**src/rtl/multiplexor_display.sv**
```systemverilog
// 4-digit common-anode 7-segment scanner.
// Runs a self-timed slot counter, latches the display inputs once per frame,
// blanks the start of each slot against ghosting and can hide leading zeros.
module multiplexor_display #(
  parameter int unsigned CUENTA_MAX = 208332,
  parameter int unsigned BLANCO     = 1000,
  parameter int unsigned ANCHO      = 18
) (
  input  logic        clk,
  input  logic        rst_n,
  input  logic [15:0] dato,
  input  logic [3:0]  habilitar,
  input  logic [3:0]  puntos,
  input  logic        suprimir_ceros,
  output logic [3:0]  anodos,
  output logic [6:0]  segmentos,
  output logic        punto,
  output logic        fin_cuadro
);

  localparam logic [ANCHO-1:0] CUENTA_FIN = ANCHO'(CUENTA_MAX);
  localparam logic [ANCHO-1:0] BLANCO_FIN = ANCHO'(BLANCO);
  localparam logic [ANCHO-1:0] UNO        = {{(ANCHO-1){1'b0}}, 1'b1};

  // Active-low {g,f,e,d,c,b,a} pattern for one hex nibble.
  function automatic logic [6:0] decode_hex(input logic [3:0] nib);
    logic [6:0] seg;
    case (nib)
      4'h0:    seg = 7'h40;
      4'h1:    seg = 7'h79;
      4'h2:    seg = 7'h24;
      4'h3:    seg = 7'h30;
      4'h4:    seg = 7'h19;
      4'h5:    seg = 7'h12;
      4'h6:    seg = 7'h02;
      4'h7:    seg = 7'h78;
      4'h8:    seg = 7'h00;
      4'h9:    seg = 7'h10;
      4'hA:    seg = 7'h08;
      4'hB:    seg = 7'h03;
      4'hC:    seg = 7'h46;
      4'hD:    seg = 7'h21;
      4'hE:    seg = 7'h06;
      4'hF:    seg = 7'h0E;
      default: seg = 7'h7F;
    endcase
    return seg;
  endfunction

  logic [ANCHO-1:0] cuenta_q, cuenta_d;
  logic [1:0]       digito_q, digito_d;
  logic [15:0]      dato_sh_q, dato_sh_d;
  logic [3:0]       habilitar_sh_q, habilitar_sh_d;
  logic [3:0]       puntos_sh_q, puntos_sh_d;
  logic             suprimir_sh_q, suprimir_sh_d;
  logic [3:0]       anodos_q, anodos_d;
  logic [6:0]       segmentos_q, segmentos_d;
  logic             punto_q, punto_d;
  logic             fin_cuadro_q, fin_cuadro_d;

  logic             fin_slot_s;
  logic             latch_s;
  logic [3:0]       nibble_s;
  logic [3:0]       sup_s;
  logic             anodo_on_s;

  // Slot counter, digit index and frame-synchronous shadow capture.
  always_comb begin
    fin_slot_s     = (cuenta_q == CUENTA_FIN);
    latch_s        = fin_slot_s && (digito_q == 2'd3);
    cuenta_d       = cuenta_q + UNO;
    digito_d       = digito_q;
    dato_sh_d      = dato_sh_q;
    habilitar_sh_d = habilitar_sh_q;
    puntos_sh_d    = puntos_sh_q;
    suprimir_sh_d  = suprimir_sh_q;
    fin_cuadro_d   = 1'b0;
    if (fin_slot_s) begin
      cuenta_d = {ANCHO{1'b0}};
      digito_d = digito_q + 2'd1;
    end else begin
      cuenta_d = cuenta_q + UNO;
      digito_d = digito_q;
    end
    if (latch_s) begin
      dato_sh_d      = dato;
      habilitar_sh_d = habilitar;
      puntos_sh_d    = puntos;
      suprimir_sh_d  = suprimir_ceros;
      fin_cuadro_d   = 1'b1;
    end else begin
      fin_cuadro_d   = 1'b0;
    end
  end

  // Pin values for the current slot, from pre-edge counter state and shadows.
  always_comb begin
    nibble_s    = 4'h0;
    sup_s       = 4'b0000;
    anodo_on_s  = 1'b0;
    anodos_d    = 4'hF;
    segmentos_d = 7'h7F;
    punto_d     = 1'b1;
    case (digito_q)
      2'd0:    nibble_s = dato_sh_q[3:0];
      2'd1:    nibble_s = dato_sh_q[7:4];
      2'd2:    nibble_s = dato_sh_q[11:8];
      2'd3:    nibble_s = dato_sh_q[15:12];
      default: nibble_s = 4'h0;
    endcase
    // A digit is a leading zero only if it and every digit above it are zero.
    if (suprimir_sh_q) begin
      sup_s[3] = (dato_sh_q[15:12] == 4'h0);
      sup_s[2] = sup_s[3] && (dato_sh_q[11:8] == 4'h0);
      sup_s[1] = sup_s[2] && (dato_sh_q[7:4] == 4'h0);
      sup_s[0] = 1'b0;
    end else begin
      sup_s = 4'b0000;
    end
    // A requested decimal point keeps a suppressed digit's anode on.
    anodo_on_s = habilitar_sh_q[digito_q] && (!sup_s[digito_q] || puntos_sh_q[digito_q]);
    if (cuenta_q < BLANCO_FIN) begin
      anodos_d    = 4'hF;
      segmentos_d = 7'h7F;
      punto_d     = 1'b1;
    end else begin
      anodos_d    = anodo_on_s ? ~(4'b0001 << digito_q) : 4'hF;
      segmentos_d = (anodo_on_s && !sup_s[digito_q]) ? decode_hex(nibble_s) : 7'h7F;
      punto_d     = !(anodo_on_s && puntos_sh_q[digito_q]);
    end
  end

  // State and registered outputs; reset restarts at digit 0 slot start.
  always_ff @(posedge clk) begin
    if (!rst_n) begin
      cuenta_q       <= {ANCHO{1'b0}};
      digito_q       <= 2'd0;
      dato_sh_q      <= dato;
      habilitar_sh_q <= habilitar;
      puntos_sh_q    <= puntos;
      suprimir_sh_q  <= suprimir_ceros;
      anodos_q       <= 4'hF;
      segmentos_q    <= 7'h7F;
      punto_q        <= 1'b1;
      fin_cuadro_q   <= 1'b0;
    end else begin
      cuenta_q       <= cuenta_d;
      digito_q       <= digito_d;
      dato_sh_q      <= dato_sh_d;
      habilitar_sh_q <= habilitar_sh_d;
      puntos_sh_q    <= puntos_sh_d;
      suprimir_sh_q  <= suprimir_sh_d;
      anodos_q       <= anodos_d;
      segmentos_q    <= segmentos_d;
      punto_q        <= punto_d;
      fin_cuadro_q   <= fin_cuadro_d;
    end
  end

  assign anodos     = anodos_q;
  assign segmentos  = segmentos_q;
  assign punto      = punto_q;
  assign fin_cuadro = fin_cuadro_q;

endmodule

```
**config.mk**
```make
export PLATFORM = sky130hd
export DESIGN_NAME = multiplexor_display
export DESIGN_NICKNAME = d
export VERILOG_FILES = /design/src/rtl/multiplexor_display.sv
export SDC_FILE = /design/constraint.sdc
export NUM_CORES = 1
export LEC_CHECK = 0
export CAP_MARGIN = 40
export CORE_MARGIN = 2
export CORE_UTILIZATION = 24
export DETAILED_ROUTE_END_ITERATION = 10
export PLACE_DENSITY = 0.46
export SYNTH_ARGS = -nofsm -noshare
export SYNTH_HDL_FRONTEND = slang
export SYNTH_SLANG_ARGS = --single-unit
```
**constraint.sdc**
```tcl
create_clock -name clk -period 4.19 [get_ports clk]
set_input_delay 0.6285 -clock clk [delete_from_list [all_inputs] [get_ports clk]]
set_output_delay 0.6285 -clock clk [all_outputs]
set_load 0.1 [all_outputs]
```
Yosys cells after proc, flatten, opt, wreduce, memory -nomap -nowiden:

Memories as Yosys holds them, arrays and structs flattened. A register that Yosys moved wholly into a read port is not among the register bits.
Index checks and enable logic that the tools add are counted.

* flip-flop bits (word level): 51
* bits in read-only memories: 112
* output and inout bits: 13
* word-level logic and storage cells: 58
* memories: 1

* add/sub/neg operators: 2
* order comparisons: 2
* equality and inequality tests: 5
* shift operators: 1
* mux-type cells: 17
* bitwise logic cells: 4
* reductions and logical operators: 17

Memories
* (name not given): words 16, bits a word 7, read ports 1, clocked after memory_dff 1, write ports 0, line 28 `case (nib)`

Operator list (number)
* $mux 16: 2
* $mux 4: 5
* $add 18x1->18 const B: 1
* $eq 18x18->1 const B: 1
* $lt 18x10->1 const B: 1
* $pmux 4 s4: 1
* $logic_not 4->1: 3
* $bmux 1 s2: 3
* $logic_and 1x1->1: 6
* $mux 1: 6
* $reduce_or 3->1: 2
* $eq 2x2->1 const B: 2
* $not 4->4: 1
* $reduce_or 2->1: 2
* $shl 1x2->4 const A: 1
* $lt 2x3->1 const B: 1
* $not 1->1: 3
* $add 2x1->2 const B: 1
* $eq 2x1->1 const B: 1
* $logic_not 1->1: 2
* $logic_not 2->1: 1
* $ne 2x1->1 const B: 1
* $logic_or 1x1->1: 1

Longest topological paths before layout:

Gate-level depths: netlist (run 1).

* word-level depth: 12
* gate-level depth with buffers: 10
* gate-level depth less buffers: 10

Worst setup path before layout (run 1):

OpenSTA, ideal clock, no wires.

* kind: flip-flop to flip-flop
* from: reg cuenta_q[0]
* to: reg dato_sh_q[0], enable pin
* setup time: 0.442 ns
* data arrival time: 2.909 ns
* data required time: 3.748 ns
* setup slack: 0.839 ns
* stages on the path, launching flop included: 7
* path through: dfxtp_1 > inv_1 > ha_1 > nand2_1 > nor4_1 > nand4_2 > o21ai_0

* cells in the longest elaborated chain, start to end: 3

RTL lines
* start: declaration: line 50 `logic [ANCHO-1:0] cuenta_q, cuenta_d;`
* start signal: assignment: line 136 `cuenta_q <= {ANCHO{1'b0}};`
* start signal: assignment: line 147 `cuenta_q <= cuenta_d;`
* $eq 18x18->1: line 69 `fin_slot_s = (cuenta_q == CUENTA_FIN);`
* $logic_and 1x1->1: line 70 `latch_s = fin_slot_s && (digito_q == 2'd3);`
* $ne 2x1->1 (no line)
* end signal: assignment: line 138 `dato_sh_q <= dato;`
* end signal: assignment: line 149 `dato_sh_q <= dato_sh_d;`
* end: declaration: line 52 `logic [15:0] dato_sh_q, dato_sh_d;`

No other way between the ends.
A chain may end at the register's enable or synchronous reset.

Final worst setup path (run 1):

* from: reg digito_q[0]
* to: reg segmentos_q[3] (netlist: segmentos[3])

* cells in the longest elaborated chain, start to end: 8

RTL lines
* start: declaration: line 51 `logic [1:0] digito_q, digito_d;`
* start signal: assignment: line 148 `digito_q <= digito_d;`
* $bmux 1 s2: line 121, 128
* $mux 1 (implied by the code): line 121, 128
* $logic_not 1->1: line 121, 128
* $logic_or 1x1->1: line 121 `anodo_on_s = habilitar_sh_q[digito_q] && (!sup_s[digito_q] || puntos_sh_q[digito_q]);`
* $logic_and 1x1->1: line 121
* $logic_and 1x1->1: line 128 `segmentos_d = (anodo_on_s && !sup_s[digito_q]) ? decode_hex(nibble_s) : 7'h7F;`
* $not 1->1 (no line)
* $reduce_or 3->1 (no line)
* end: declaration: line 57 `logic [6:0] segmentos_q, segmentos_d;`

Parallel ways exist; a longest one is shown, timed or not. The select of a mux whose other input is x is not followed.

==> impl_metrics.py, run 1 <==
metrics = {
    "outcome": {
        "status": "finished clean",
    },
    "worst_setup_path": {
        "crit_arrival_ps": 2750,
        "ff2ff_path_depth": 10,
        "reg2reg_slack_ps": 1660,
        "reg2reg_from": "digito_q[0]",
        "crit_required_ps": 4410,
        "worstSetupStartpointType": "flop",
        "crit_path_end_kind": "flop",
        "r2r-end": "segmentos[3]",
        "critical_path_class": "flop to flop",
        "worst-path-max-fanout": 7,
    },
    "sta": {
        "rsz0062_at_grt": "no",
        "worst_pin_slew_ps": 508,
        "max_slew_margin": 0.661,
        "setup_viol": 0,
        "fin_crit_ps": 2530,
        "finalCritPeriodShare": 0.603,
        "tns_ps": 0,
        "clock.fmax_ghz": 0.396,
        "slew_viol_final": 0,
        "hold_ws_ps": 494,
        "finalHoldViolations": 0,
        "fin_skew_ps": 9.24,
    },
    "placed_design": {
        "dp.cells": 395,
        "gp_congestion": 0.750,
        "port_buffers": 39,
        "dpl_cell_area_um2": 3210,
        "place_hpwl_um": 3620,
    },
    "floorplan": {
        "die-area_um2": 11000,
        "die_w_um": 105,
        "die_height_um": 105,
        "core_um2": 9820,
        "fp-row-count": 36,
        "num_io_pins": 40,
        "start_util": 0.249,
    },
    "grt": {
        "grt_usage": 0.0957,
        "grt_pass1_wl_um": 8150,
        "overflow": 0,
        "grt_max_degree": 26,
        "antenna_found_initial": 0,
        "grt_pass1_vias": 1707,
    },
    "finish": {
        "post_route_cells_drive_above_1_share": 0.144,
        "final_nets": 312,
        "final_cell_count_no_fill": 411,
        "multiInputGateArea_um2": 986,
        "final_area_um2": 3420,
        "register_area_um2": 1410,
        "areaGrowthSynthToFinish_pct": 39.7,
        "num-fill-cells": 1043,
        "num_antenna_cells": 0,
    },
    "clocking": {
        "clkSinkCount": 58,
        "clk_latency_ps": 330,
        "clockBufferDepth": 2,
        "postCtsHoldBufs": 0,
        "cts_tree": "done",
        "cts_setup_buffers": 0,
        "postCtsResizedCells": 0,
        "cts_buffers": 9,
        "htree_levels": 3,
        "cts_root_buffer": "clkbuf_8",
        "clk_pin_slew_ps": 70,
    },
    "pwr": {
        "p_int_uw": 976,
        "combPwrFrac": 0.052,
        "power.density_nw_per_um2": 362,
        "finalPower_uw": 1240,
        "switching_power_uw": 265,
        "vdd_drop_max_v": 0.000172,
        "p_seq_frac": 0.496,
        "leakage_uw": 0.00130,
        "p_sw_frac": 0.213,
        "clock_power_share": 0.452,
    },
    "hold_path": {
        "worst_hold_path.endpoint": "cuenta_q[0]",
        "min_from": "cuenta_q[0]",
        "hold_path.class": "flop to flop",
        "hold_depth": 1,
    },
    "synthesis": {
        "synth-async-reset-ratio": 0,
        "synth_compound_area_frac": 0.0705,
        "synthAdderAreaFrac": 0.0613,
        "synth_simple_gate_area_frac": 0.155,
        "avgSynthCellArea_um2": 11.7,
        "synth-edff-count": 25,
        "synthTopCellsByArea": "edfxtp_1, dfxtp_1, ha_1",
        "synth_top_area_frac": 0.306,
        "netlist_top_cells_count": "dfxtp_1, edfxtp_1, nor2_1",
        "ys_seq_elements": 58,
        "synthXorXnorAreaFrac": 0.0608,
        "syn-num-nets": 249,
        "seq_area_frac_synth": 0.576,
        "synth_cell_type_count": 36,
        "synth.largest_area_cell": "edfxtp_1",
        "synth_ff_type": "dfxtp_1",
        "syn_area_um2": 2450,
        "synth_top_family_by_area": "simple AND/OR/NAND/NOR gates",
        "yosysMostFrequentCell": "dfxtp_1",
        "synth_cells": 210,
        "ys.warnings.count": 0,
        "synthMuxAreaShare": 0.0531,
    },
    "detailed_routing": {
        "drt_wl_total_um": 4840,
        "post_drt_wl_per_cell_um": 11.8,
        "vias": 1732,
        "drc": 0,
        "avgViaCountPerCell": 4.21,
        "firstDrtPassIters": 4,
        "ant_nets": 0,
        "drtIter0Drc": 42,
    },
    "job": {
        "drv_cap": 0,
    },
}
-- power by group through the flow --
stage          clock [uW]  combinational [uW]  sequential [uW]
6_report              561                64.1              616
5_1_grt               603                71.3              618
4_1_cts               582                65.0              616
3_5_place_dp            0                64.7              629
3_3_place_gp            0                64.2              629
2_1_floorplan           0                31.3              626
-- critical path, stage by stage, from the launching register on --
cell      delay [ps]
dfxtp_1          470
inv_1            150
ha_1             280
a222oi_1         360
nand2_1           90
o21ai_0          180
inv_1            160
ha_1             280
mux2_4           260
mux2i_1          130
nand2_1           60
-- sequential cells by signal (all words and copies together), names as in the netlist --
register        flops
segmentos           7
punto               1
habilitar_sh_q      4
digito_q            2
dato_sh_q          16
fin_cuadro          1
cuenta_q           18
suprimir_sh_q       1
puntos_sh_q         4
anodos              4
-- layout make-up --
type	count	area share
clock buffers	9	0.0362
inverters	13	0.0143
flip-flops and latches	58	0.412
multi-input cells	138	0.288
repair buffers	53	0.173
clock inverters	7	0.0274
well taps	133	0.0486
-- cell usage in the layout (no fill, tap or decap), drive strengths merged, types with 2 or more instances in the layout --
| master | n |
|---|---|
| a21oi | 5 |
| a222oi | 4 |
| and3 | 6 |
| buf | 14 |
| bufinv | 2 |
| clkbuf | 9 |
| clkdlybuf4s50 | 39 |
| clkinv | 4 |
| dfxtp | 33 |
| edfxtp | 25 |
| ha | 12 |
| inv | 13 |
| mux2 | 3 |
| mux2i | 4 |
| mux4 | 2 |
| nand2 | 20 |
| nand3 | 6 |
| nand4 | 5 |
| nor2 | 24 |
| nor2b | 3 |
| nor3 | 4 |
| nor4 | 5 |
| o211ai | 4 |
| o21ai | 5 |
| o221ai | 2 |
| xnor2 | 7 |
| xor2 | 10 |
-- metal layers --
layer,track usage,share of wire,vias up
met5,0,0,-
met4,0.0457,0.015,0
met3,0.0318,0.049,8
met2,0.143,0.45,44
met1,0.124,0.48,802
li1,-,-,878
-- per-stage QoR --
step,worst slack (ps),utilization
final,1660,0.349
after global routing,1440,0.349
after CTS,1650,0.349
after detailed placement,1660,0.326
after global placement,1740,0.307
after floorplan,839,-
-- worst max-delay path by stage --
| stage | cells past startpoint | slack, ps | end | from |
|---|---|---|---|---|
| after detailed placement | 10 | 1660 | segmentos[3] | digito_q[0] |
| after global routing | 10 | 1440 | segmentos[3] | digito_q[0] |
| after floorplan | 6 | 840 | dato_sh_q[0] | cuenta_q[0] |
| after CTS | 10 | 1650 | segmentos[3] | digito_q[0] |
| final | 10 | 1660 | segmentos[3] | digito_q[0] |
| after global placement | 10 | 1740 | segmentos[3] | digito_q[0] |
-- kinds of logic (layout without fill, tap and decap cells) --
group,count (synthesis),in the layout
multiplexers,9,9
AO/OA/AOI/OAI,23,23
AND/OR/NAND/NOR,77,77
buffers and inverters,14,82
flip-flops,58,58
XOR/XNOR,17,17
adder cells (fa/ha/maj),12,12
No activity file was read; power rests on OpenSTA's default activity.
==> inputs of run 2 (changes only) <==
PLACE_DENSITY = 0.48   (was 0.46)
clock period = 2.1 ns   (was 4.19 ns; I/O delays follow)
==> run 2 against run 1 <==
First-iteration DRC count increased by 64%; clock skew is 0.72 ps lower; combinational power is 130% higher; utilization fell by 0.64 points; final cell count is 1.5% higher; setup slack lost 1600 ps; non-clock buffer count grew 6; worst hold slack got worse by 16 ps; power grew 89%; register-to-register slack worse by 1600 ps; maximum frequency rose by 26%.
==> impl_metrics.py, run 2 (synthesis gave the netlist of run 1 again) <==
metrics = {
    "detailed_routing": {
        "drtIter0Drc": 69,
        "firstDrtPassIters": 4,
        "drt_wl_total_um": 4890,
        "drc": 0,
        "avgViaCountPerCell": 4.14,
        "post_drt_wl_per_cell_um": 11.7,
        "vias": 1725,
        "ant_nets": 0,
    },
    "clocking": {
        "clkSinkCount": 58,
        "clk_pin_slew_ps": 70,
        "postCtsHoldBufs": 0,
        "clk_latency_ps": 330,
        "cts_tree": "done",
        "clockBufferDepth": 2,
        "htree_levels": 3,
        "cts_buffers": 9,
        "cts_root_buffer": "clkbuf_8",
    },
    "placed_design": {
        "place_hpwl_um": 3560,
        "port_buffers": 39,
        "gp_congestion": 0.782,
        "dpl_cell_area_um2": 3110,
    },
    "finish": {
        "post-route-util": 0.342,
        "largest_reg_flops": 18,
        "post_route_cells_drive_above_1_share": 0.246,
        "num_antenna_cells": 0,
        "final_cell_mix": "buf_4, dfxtp_1, clkdlybuf4s50_1",
        "layout.cells.most_common": "buf_4",
        "top_register": "cuenta_q",
        "num-fill-cells": 1051,
        "final_area_um2": 3360,
        "areaGrowthSynthToFinish_pct": 37.2,
        "register_area_um2": 1420,
        "multiInputGateArea_um2": 1020,
        "final_nets": 318,
    },
    "job": {
        "drv_cap": 0,
    },
    "worst_setup_path": {
        "cp-startpoint": "digito_q[1]",
        "crit_required_ps": 2300,
        "critical_path_class": "flop to flop",
        "worst-path-max-fanout": 5,
        "reg2reg_from": "digito_q[1]",
        "crit_path_end_kind": "flop",
        "worstSetupStartpointType": "flop",
        "crit_arrival_ps": 2210,
    },
    "floorplan": {
        "die_height_um": 105,
        "die-area_um2": 11000,
        "core_um2": 9820,
        "start_util": 0.249,
        "die_w_um": 105,
        "fp-row-count": 36,
        "num_io_pins": 40,
    },
    "grt": {
        "grt_pass1_wl_um": 8000,
        "grt_pass1_vias": 1723,
        "grt_usage": 0.0940,
        "overflow": 0,
        "antenna_found_initial": 0,
        "grt_max_degree": 26,
    },
    "pwr": {
        "switching_power_uw": 512,
        "p_int_uw": 1840,
        "power.density_nw_per_um2": 699,
        "combPwrFrac": 0.064,
        "finalPower_uw": 2350,
        "p_seq_frac": 0.522,
        "leakage_uw": 0.00128,
        "p_sw_frac": 0.218,
        "clock_power_share": 0.415,
        "vdd_drop_max_v": 0.000313,
    },
    "sta": {
        "fin_crit_ps": 2010,
        "rsz0062_at_grt": "yes",
        "hold_ws_ps": 478,
        "setup_viol": 0,
        "fin_skew_ps": 8.51,
        "clock.fmax_ghz": 0.498,
        "max_slew_margin": 0.695,
        "worst_pin_slew_ps": 454,
        "slew_viol_final": 0,
        "finalCritPeriodShare": 0.956,
        "finalHoldViolations": 0,
    },
    "hold_path": {
        "hold_path.class": "flop to flop",
        "min_from": "cuenta_q[0]",
    },
    "outcome": {
        "status": "finished clean",
    },
}
-- run 2: final cells by class --
type,instances,area share
Inverter,13,0.0145
Multi-Input combinational cell,138,0.305
Sequential cell,58,0.421
Clock buffer,10,0.0380
Clock inverter,6,0.0171
Tap cell,133,0.0495
Timing Repair Buffer,59,0.155
-- run 2: metal layers --
| layer | wire length (um) | GRT usage | up-vias |
|---|---|---|---|
| li1 | - | - | 889 |
| met1 | 2340 | 0.116 | 784 |
| met2 | 2190 | 0.142 | 47 |
| met3 | 286 | 0.0412 | 5 |
| met4 | 71 | 0.0400 | 0 |
| met5 | 0 | 0 | - |
-- run 2: power by group through the flow --
stage	logic (uW)	registers, uW	clock network [uW]
final	150	1230	974
after global routing	166	1230	1070
after CTS	144	1230	1020
after detailed placement	143	1250	0
after global placement	142	1250	0
after floorplan	63.8	1250	0
-- run 2: final timing paths --
check	end	slack (ps)	cells past startpoint
max	segmentos[1]	90	8
max reg2reg	segmentos[1]	90	8
min reg2reg	cuenta_q[0]	480	1
min	cuenta_q[0]	480	1
-- run 2: critical path, stage by stage (launching register included) --
cell and delay [ps]:
dfxtp_4 380, inv_1 80, ha_2 200, a222oi_1 360, a21oi_2 170, inv_1 130, ha_1 250, o211ai_1 180
o211ai_1 130
-- run 2: metrics by stage --
step	worst slack [ps]	TNS, ps	cells
6_report	93.0	0	417
5_1_grt	-49.7	-115	417
4_1_cts	2.77	0	412
3_5_place_dp	-21.9	-26.5	396
3_3_place_gp	-9.53	-10.8	396
2_1_floorplan	39.9	0	210
-- run 2: repair_timing --
item,CTS,global route
buffers inserted,0,5
resized for setup,1,10
endpoints found under the setup margin,4,7
pin swaps,0,7
==> inputs of run 3 (changes only) <==
CORE_MARGIN = not set   (was 2)
SETUP_SLACK_MARGIN = 0.5   (was not set)
SKIP_CTS_REPAIR_TIMING = 1   (was not set)
==> run 3 against run 2 <==
Setup slack got worse by 37 ps; first-iteration DRC count is 13% higher; utilization rose by 2.4 points; clock power shrank 1%; non-clock buffer count down 5; final area increased by 6.9%; routed wire length grew 4.3%; maximum frequency is 1.8% lower; sequential power about the same; global-route usage grew 0.56 points; critical path depth is the same; via count rose by 1.7%.
==> impl_metrics.py, run 3 (synthesis gave the netlist of run 1 again) <==
metrics = {
    "worst_setup_path": {
        "crit_path_end_kind": "flop",
        "crit_required_ps": 2320,
        "worst-path-max-fanout": 7,
        "worstSetupStartpointType": "flop",
        "ff2ff_path_depth": 8,
        "crit_arrival_ps": 2260,
        "critical_path_class": "flop to flop",
    },
    "sta": {
        "setup_viol": 0,
        "fin_crit_ps": 2040,
        "setup_slack_ps": 55.9,
        "tns_ps": 0,
        "finalCritPeriodShare": 0.973,
        "slew_viol_final": 0,
        "fin_skew_ps": 6.71,
        "finalHoldViolations": 0,
        "worst_pin_slew_ps": 614,
        "max_slew_margin": 0.591,
        "rsz0062_at_grt": "yes",
        "clock.fmax_ghz": 0.489,
    },
    "finish": {
        "num-fill-cells": 1024,
        "final_nets": 315,
        "areaGrowthSynthToFinish_pct": 46.6,
        "register_area_um2": 1430,
        "largest_reg_flops": 18,
        "final_cell_mix": "dfxtp_1, clkdlybuf4s50_1, edfxtp_1",
        "post-route-util": 0.366,
        "post_route_cells_drive_above_1_share": 0.327,
        "num_antenna_cells": 0,
        "multiInputGateArea_um2": 1230,
        "final_cell_count_no_fill": 414,
        "top_register": "cuenta_q",
    },
    "grt": {
        "overflow": 0,
        "grt_pass1_wl_um": 7710,
        "grt_max_degree": 26,
        "grt_pass1_vias": 1602,
        "antenna_found_initial": 0,
        "grt_usage": 0.0996,
    },
    "floorplan": {
        "die_height_um": 103,
        "start_util": 0.249,
        "fp-row-count": 36,
        "die_w_um": 103,
        "core_um2": 9820,
        "die-area_um2": 10600,
        "num_io_pins": 40,
    },
    "detailed_routing": {
        "ant_nets": 0,
        "avgViaCountPerCell": 4.24,
        "drtIter0Drc": 78,
        "drt_wl_total_um": 5100,
        "firstDrtPassIters": 4,
        "drc": 0,
        "vias": 1755,
        "post_drt_wl_per_cell_um": 12.3,
    },
    "placed_design": {
        "port_buffers": 39,
        "dp.cells": 385,
        "place_hpwl_um": 3430,
        "place_ws_ps": 101,
        "gp_congestion": 0.702,
    },
    "clocking": {
        "cts_tree": "done",
        "clkSinkCount": 58,
        "htree_levels": 3,
        "clk_pin_slew_ps": 60,
        "cts_root_buffer": "clkbuf_8",
        "clk_latency_ps": 340,
        "clockBufferDepth": 2,
        "cts_buffers": 9,
    },
    "hold_path": {
        "hold_depth": 1,
        "hold_path.class": "flop to flop",
    },
    "pwr": {
        "leakage_uw": 0.00133,
        "vdd_drop_max_v": 0.000303,
        "power.density_nw_per_um2": 661,
    },
    "outcome": {
        "status": "finished clean",
    },
    "job": {
        "drv_cap": 0,
    },
}
-- run 3: cell count changes in the layout (fill, tap and decap cells not counted), sizes merged --
cell,delta
nand2,+2
clkinv,+1
buf,-6
-- run 3: final cells by class --
cell class,count,share of cell area
clock buffer,9,0.0345
clock inverter,7,0.0167
inverter,13,0.0150
multi-input combinational,140,0.342
sequential,58,0.397
tap,133,0.0463
timing repair buffer,54,0.148
-- run 3: through the flow --
step	power, uW	cell area [um^2]	hold slack (ps)
global placement	1400	3120	466
floorplan	1320	2560	414
CTS	2370	3300	481
global route	2480	3590	479
finish	2370	3590	461
detailed placement	1400	3120	466
-- run 3: worst max-delay path: stages (launching register included) --
cell and delay, ps:
dfxtp_4 410, inv_4 60, ha_4 170, a222oi_1 480, a21oi_4 170, ha_2 230
mux2_2 260, nand2_1 60, o211ai_1 70
-- run 3: layer usage --
metal	vias to the layer above	global-route usage	share of wire
li1	891	-	-
met1	815	0.127	0.49
met5	-	0	0
met2	41	0.149	0.44
met4	0	0.0520	0.021
met3	8	0.0346	0.041
-- run 3: report_power, final --
part           switching [uW]  internal [uW]
registers                19.1           1210
logic                    78.2            106
clock network             429            532
total                     526           1850
-- run 3: worst paths after layout --
path / startpoint / slack [ps] / endpoint
setup / recovery: digito_q[0] / 60 / segmentos[5]
hold / removal: cuenta_q[0] / 460 / cuenta_q[0]
setup reg to reg: digito_q[0] / 60 / segmentos[5]
hold reg to reg: cuenta_q[0] / 460 / cuenta_q[0]
